--- src/rtl/bm_dag3_stim_sig.sv ---
// rtl/bm_dag3_stim_sig.sv - LFSR stimulus driver and MISR signature reader for the bm_dag3 DAG
//
// Drives pseudo-random vectors into a DAG datapath and compacts its responses
// into a 16-bit MISR over one run. At the end it compares the signature
// against a golden value.
//
// Ports:
//   clock       rising-edge clock
//   reset       synchronous, active-high reset
//   start       run request, accepted in IDLE and DONE only
//   a_in_o      registered stimulus to DAG a_in  (BITS)
//   b_in_o      registered stimulus to DAG b_in  (BITS)
//   c_in_o      registered stimulus to DAG c_in
//   d_in_o      registered stimulus to DAG d_in
//   out0_i      DAG out0 response (BITS)
//   out1_i      DAG out1 response
//   busy        high while in RUN or DRAIN
//   done        high while in DONE
//   pass        signature matches EXPECTED_SIG, qualified by done
//   signature   MISR contents
//   vec_count   vectors issued in the current run
module bm_dag3_stim_sig #(
    parameter int          BITS         = 2,
    parameter int          NUM_VECTORS  = 64,
    parameter int          DRAIN_CYCLES = 4,
    parameter logic [15:0] LFSR_SEED    = 16'hACE1,
    parameter logic [15:0] EXPECTED_SIG = 16'h0000
) (
    input  logic            clock,
    input  logic            reset,
    input  logic            start,
    output logic [BITS-1:0] a_in_o,
    output logic [BITS-1:0] b_in_o,
    output logic            c_in_o,
    output logic            d_in_o,
    input  logic [BITS-1:0] out0_i,
    input  logic            out1_i,
    output logic            busy,
    output logic            done,
    output logic            pass,
    output logic [15:0]     signature,
    output logic [15:0]     vec_count
);

    localparam logic [15:0] NUM_VEC = 16'(NUM_VECTORS);
    localparam logic [7:0]  NUM_DRN = 8'(DRAIN_CYCLES);

    typedef enum logic [1:0] {IDLE, RUN, DRAIN, DONE} state_t;

    state_t      state;
    logic [15:0] lfsr;
    logic [7:0]  drain_cnt;
    logic [15:0] misr_in;
    logic [15:0] misr_next;

    // Shared by the LFSR and the MISR: same taps, shift left.
    function automatic logic [15:0] shift_fb(input logic [15:0] l);
        return {l[14:0], l[15] ^ l[13] ^ l[12] ^ l[10]};
    endfunction

    // Response packed as {zero pad, out1, out0} in the low bits.
    assign misr_in   = 16'({out1_i, out0_i});
    assign misr_next = shift_fb(signature) ^ misr_in;

    assign pass = done && (signature == EXPECTED_SIG);

    always_ff @(posedge clock) begin
        if (reset) begin
            state     <= IDLE;
            lfsr      <= LFSR_SEED;
            a_in_o    <= '0;
            b_in_o    <= '0;
            c_in_o    <= 1'b0;
            d_in_o    <= 1'b0;
            signature <= '0;
            vec_count <= '0;
            drain_cnt <= '0;
            busy      <= 1'b0;
            done      <= 1'b0;
        end else begin
            case (state)
                IDLE, DONE: begin
                    // Always start from the seed so every run reproduces the first.
                    if (start) begin
                        state     <= RUN;
                        a_in_o    <= LFSR_SEED[BITS-1:0];
                        b_in_o    <= LFSR_SEED[2*BITS-1:BITS];
                        c_in_o    <= LFSR_SEED[2*BITS];
                        d_in_o    <= LFSR_SEED[2*BITS+1];
                        lfsr      <= shift_fb(LFSR_SEED);
                        vec_count <= 16'd1;
                        signature <= '0;
                        busy      <= 1'b1;
                        done      <= 1'b0;
                    end
                end
                RUN: begin
                    signature <= misr_next;
                    if (vec_count < NUM_VEC) begin
                        a_in_o    <= lfsr[BITS-1:0];
                        b_in_o    <= lfsr[2*BITS-1:BITS];
                        c_in_o    <= lfsr[2*BITS];
                        d_in_o    <= lfsr[2*BITS+1];
                        lfsr      <= shift_fb(lfsr);
                        vec_count <= vec_count + 16'd1;
                    end else begin
                        a_in_o    <= '0;
                        b_in_o    <= '0;
                        c_in_o    <= 1'b0;
                        d_in_o    <= 1'b0;
                        drain_cnt <= NUM_DRN;
                        state     <= DRAIN;
                    end
                end
                DRAIN: begin
                    signature <= misr_next;
                    drain_cnt <= drain_cnt - 8'd1;
                    if (drain_cnt == 8'd1) begin
                        state <= DONE;
                        busy  <= 1'b0;
                        done  <= 1'b1;
                    end
                end
                default: state <= IDLE;
            endcase
        end
    end

endmodule
--- config.mk ---
export PLATFORM = sky130hd
export DESIGN_NAME = bm_dag3_stim_sig
export DESIGN_NICKNAME = d
export VERILOG_FILES = /design/src/rtl/bm_dag3_stim_sig.sv
export SDC_FILE = /design/constraint.sdc
export NUM_CORES = 1
export LEC_CHECK = 0
export CORE_UTILIZATION = 45
export DETAILED_ROUTE_END_ITERATION = 12
export PLACE_DENSITY = 0.69
export SLEW_MARGIN = 20
export SYNTH_ARGS = -nofsm -noshare
export SYNTH_HDL_FRONTEND = slang
export SYNTH_SLANG_ARGS = --single-unit
--- constraint.sdc ---
create_clock -name clock -period 4 [get_ports clock]
set_input_delay 0.4 -clock clock [delete_from_list [all_inputs] [get_ports clock]]
set_output_delay 0.4 -clock clock [all_outputs]
set_load 0.05 [all_outputs]
==> metrics.txt, run 1 <==
DRT iter0 DRCs=77; R2R Setup Slk=1.72 ns; Max-slew headroom=49.2%; Skew-Pair Late Insertion Delay=0.34 ns; hold_buf cts=0; syn_nets=332; Area Growth Syn to Fin=23.6%; TNS Setup=0 ns; WL/cell=14.1 um; Leakage Power=0.00121 uW; worst slew pin tran=0.757 ns; Yosys cell types=49; Worst Slack Setup Final=1.37 ns; Crit path top cell by count=nor4_1; status=completed; peak fanout along the critical path=4; Post-synth EDFFs=0; CP arrival=2.23 ns; reg2reg end=lfsr[6]$_SDFFE_PP1P_; first-pass GRT wire length=10.2 mm; most frequent cells in the layout=dfxtp_1 (66), clkdlybuf4s50_1 (46), a21oi_1 (36); critical hold path startpoint=b_in_o[1]$_SDFFE_PP0P_; Warnings, synthesis=0; CTS Buf Count=9; antenna violations before repair=0; Mapped Area=2890 um2; Final nets=373; final hold vios=0; asr flop ratio synth=0%; placed instance area=3390 um2; die area=6750 um2; Final setup viols=0; CP required=3.60 ns; pwr dens=615 nW/um2; initial core utilization=47.7%; CP max-delay cell=clkdlybuf4s50_1; GRT Resource Usage Total=20.0%; CTS clock-pin slew for the worst setup and hold paths=0.07 ns; core footprint=6060 um2; largest net degree at the start of global routing=48; total wire length=6.23 mm; Hold Path Depth=2; Synth Instances=320; Hold Slack=0.457 ns; number of setup buffers added after CTS=0; clk buf depth=2; total iterations of the first detailed-routing run=4; die outline width=82.1 um; routability cong.=0.741; Overflow after GRT=0; fin crit share=65.7%; fin area=3570 um2; Min-Delay Endpoint=b_in_o[1]$_SDFFE_PP0P_; crit end category=primary output; ANT cells=0; Synth Register Bits=66; io pins=47; Post-Route Utilization=59.0%; Reg2Reg Depth=6; IO buf count=46; commonest non-fill, non-tap cell in the layout=dfxtp_1; Vias=2470; startpoint types=register; layout cells sized above 1=8.74%; CTS HTree Levels=3; Site Rows=28; die height=82.1 um; reg2reg start=state[0]$_SDFFE_PP0P_; via/cell ratio=5.60; crit-path cells=nor4_1 -> nand4_1 -> nor4_1 -> clkdlybuf4s50_1; predominant post-synthesis flop cell=dfxtp_1; Place WS=1.26 ns; drt drc=0; clk root buf=clkbuf_8; Crit Path Category=reg2out; sequential area share after synthesis=45.7%; clock skew=0.0114 ns; Post-Syn Area per Cell=9.03 um2; max_cap viols=0; Max Freq=0.380 GHz; Routed Antenna Nets=0; HP Class=reg2reg; VDD IR-drop max=0.315 mV; Max Slew Vio Count=0; HPWL Detailed=4.20 mm; vias in the first global route=2162; Worst path max stage delay=0.85 ns; clk sinks=66; post-cts resize count=0; unrepaired setup endpoints after global routing=false; CTS tree=yes; post-layout min period=2.63 ns
==> cells in the mapped netlist, types with 8 or more instances <==
cell type | number | area share, %
nand2b_1 | 16 | 3.5
dfxtp_1 | 66 | 46
nand3b_1 | 13 | 3.4
o21ai_0 | 14 | 2.4
a21oi_1 | 36 | 6.2
xnor2_1 | 8 | 2.4
and2_1 | 8 | 1.7
nor2_1 | 20 | 2.6
clkbuf_1 | 12 | 1.6
inv_1 | 10 | 1.3
nand2_1 | 18 | 2.3
nand3_1 | 11 | 1.9
==> per-layer routing <==
| metal | track usage, % | part of all wire, % | wire length [um] |
|---|---|---|---|
| met3 | 5.16 | 4.5 | 281 |
| met1 | 27.1 | 51 | 3160 |
| met5 | 0 | 0 | 0 |
| met4 | 8.95 | 1.1 | 67 |
| met2 | 29.7 | 44 | 2720 |
==> logic make-up (layout without fill, tap and decap cells) <==
family          Yosys count  in the layout  share of synthesized area, %
compound gates           87             87                          20.0
xor+xnor                  9              9                          2.73
fa+ha+maj                 6              6                          2.60
buf+inv                  30             76                          4.37
flops                    66             66                          45.7
mux                       3              3                          1.21
simple gates            119            119                          23.4
==> worst max-delay path, delay by kind of cell, from the launching register on <==
family        cells  cell delay, ns
simple gates      3            0.68
flops             1            0.35
buf+inv           1            0.85
==> stage by stage <==
stage,total power [uW],cells
after floorplan,1520,320
after global placement,1690,425
after detailed placement,1700,425
after CTS,2210,441
after global routing,2350,441
final,2200,441
==> flip-flops by register name, summed over array words and instances, names as in the netlist <==
signal and flops:
a_in_o 2, b_in_o 2, busy 1, c_in_o 1, d_in_o 1, done 1, drain_cnt 8, lfsr 16
signature 16, state 2, vec_count 16
==> layout make-up <==
type | count | area [um2]
fillers | 568 | 2490
multi-input cells | 224 | 1450
clock inverters | 4 | 26.3
clock buffers | 12 | 155
inverters | 10 | 37.5
repair buffers | 50 | 490
well taps | 75 | 93.8
flip-flops and latches | 66 | 1320
==> power by group <==
| part | internal (uW) | switching (uW) |
|---|---|---|
| clock | 258 | 250 |
| sequential | 758 | 88.0 |
| combinational | 334 | 508 |
| total | 1350 | 846 |
==> worst max-delay path by stage <==
| stage | from | to | cells after the start |
|---|---|---|---|
| final | signature[0]$_SDFFE_PP0P_ | pass | 4 |
| after global routing | signature[0]$_SDFFE_PP0P_ | pass | 4 |
| after CTS | signature[0]$_SDFFE_PP0P_ | pass | 4 |
| after detailed placement | start | lfsr[11]$_SDFFE_PP1P_ | 6 |
| after global placement | start | lfsr[0]$_SDFFE_PP1P_ | 6 |
| after floorplan | done$_SDFFE_PP0P_ | pass | 3 |
(Power assumes the default switching activity.)
==> inputs of run 2 (changes only) <==
- PLACE_DENSITY: 0.69 -> 0.72
- clock period: 4 -> 2.13 ns (I/O delays scaled with it)
==> run 2 against run 1 <==
  * Worst hold slack improved by 0.0064 ns
  * Clock power rose by 120%
  * Worst setup slack got worse by 1.2 ns
  * Sequential share of layout area fell by 0.87 points
  * Count of clock-buffer cells in the layout fell by 1
  * Critical path type is now reg2reg
  * Design area rose by 2.4%
  * Register-to-register slack got worse by 1.6 ns
  * Die area did not move
  * Via count rose by 1.4%
  * Largest power group is now combinational cells
  * Clock skew barely moved
==> metrics.txt, run 2 (synthesis results as in run 1) <==
post-layout min period=2.01 ns; Max Slew Vio Count=0; Leakage Power=0.00127 uW; CTS clock-pin slew for the worst setup and hold paths=0.07 ns; io pins=47; largest net degree at the start of global routing=46; hold_buf cts=0; pwr dens=1200 nW/um2; via/cell ratio=5.58; IO buf count=46; placed instance area=3450 um2; reg2reg end=vec_count[7]$_SDFFE_PP0P_; max_cap viols=0; drt drc=0; HPWL Detailed=4.18 mm; die outline width=82.1 um; Vias=2505; Worst Slack Setup Final=0.123 ns; GRT Resource Usage Total=20.8%; Site Rows=28; layout cells sized above 1=10.7%; Filler Cells Inserted=563; Reg2Reg Depth=6; critical hold path startpoint=a_in_o[1]$_SDFFE_PP0P_; number of setup buffers added after CTS=0; CP arrival=2.29 ns; Psw=1620 uW; status=completed; vias in the first global route=2237; fin area=3660 um2; share of power burned in registers=36.4%; Hold Path Depth=2; Place WS=0.144 ns; CTS HTree Levels=3; antenna violations before repair=0; Internal=2760 uW; area of the multi-input gates=1450 um2; register area=1320 um2; WL/cell=14.1 um; core footprint=6060 um2; commonest non-fill, non-tap cell in the layout=dfxtp_1; total wire length=6.35 mm; clk sinks=66; clk root buf=clkbuf_8; reg2reg start=state[0]$_SDFFE_PP0P_; die height=82.1 um; Area Growth Syn to Fin=26.6%; placed insts=433; fin crit share=94.2%; HP Class=reg2reg; R2R Setup Slk=0.12 ns; clock skew=0.0113 ns; post-cts resize count=0; Hold Slack=0.463 ns; worst slew pin tran=0.517 ns; Routed Antenna Nets=0; peak fanout along the critical path=18; CTS tree=yes; Overflow after GRT=0; DRT iter0 DRCs=89; most frequent cells in the layout=dfxtp_1 (66), clkdlybuf4s50_1 (45), a21oi_1 (36); final hold vios=0; CP required=2.41 ns; clock power share=26.0%; total iterations of the first detailed-routing run=4; largest registers=lfsr: 16 flops, signature: 16 flops, vec_count: 16 flops; die area=6750 um2; Crit Path Category=reg2reg; Max Freq=0.498 GHz; TNS Setup=0 ns; VDD IR-drop max=0.732 mV; Final nets=381; clk buf depth=2; first-pass GRT wire length=10.4 mm; Combinational Power Share=37.6%; startpoint types=register; Skew-Pair Late Insertion Delay=0.35 ns; CTS Buf Count=9; Sw Ratio=37.0%; routability cong.=0.766; initial core utilization=47.7%; ANT cells=0; Max-slew headroom=65.4%; Final setup viols=0; crit end category=register; post-route insts no fill=449; Min-Delay Endpoint=a_in_o[1]$_SDFFE_PP0P_; unrepaired setup endpoints after global routing=false
run 2: cell count changes in the layout (fill, tap and decap cells not counted):
cell / before / now
a31oi_1: 2 / 3
a31oi_2: 1 / 0
buf_4: 4 / 13
bufinv_16: 0 / 2
clkbuf_1: 1 / 2
clkbuf_8: 11 / 9
clkdlybuf4s50_1: 46 / 45
clkinvlp_4: 1 / 0
nor4_1: 7 / 6
nor4_2: 2 / 3
run 2: final cells by class:
class                   instances  area share, %
clock buffers                  11           3.59
clock inverters                 5           2.15
inverters                      10           1.03
multi-input cells             224           39.6
flip-flops and latches         66           36.1
well taps                      75           2.56
repair buffers                 58           15.0
run 2: worst max-delay path by stage:
stage                                startpoint  slack, ns                        end  depth (start not counted)
final                     state[0]$_SDFFE_PP0P_       0.12  vec_count[7]$_SDFFE_PP0P_                          6
after global routing      state[0]$_SDFFE_PP0P_    0.00007  vec_count[7]$_SDFFE_PP0P_                          6
after CTS                 state[0]$_SDFFE_PP0P_       0.13  vec_count[7]$_SDFFE_PP0P_                          6
after detailed placement  state[0]$_SDFFE_PP0P_       0.14  vec_count[7]$_SDFFE_PP0P_                          6
after global placement    state[0]$_SDFFE_PP0P_       0.20  vec_count[7]$_SDFFE_PP0P_                          6
after floorplan               done$_SDFFE_PP0P_       0.03                       pass                          3
run 2: power groups by stage:
stage	clock, uW	sequential [uW]	combinational (uW)
after detailed placement	0	1620	1640
after global placement	0	1610	1610
final	1140	1600	1640
after CTS	1160	1600	1650
after global routing	1220	1620	1810
after floorplan	0	1770	1080
run 2: per-layer routing:
layer	part of all wire [%]	global-route usage, %
met5	0	0
met4	2.0	10.2
met3	5.7	6.15
met2	43	31.7
met1	49	26.8
run 2: per-stage QoR:
step	util (%)	power, uW
after global routing	60.4	4660
after detailed placement	56.9	3260
after floorplan	-	2850
after CTS	60.4	4410
after global placement	56.9	3220
final	60.4	4380
run 2: critical path, stage by stage (launching register included):
cell     delay [ns]
dfxtp_1        0.39
inv_1          0.06
ha_1           0.41
mux2i_2        0.20
buf_4          0.22
or4_1          0.52
a21oi_1        0.14
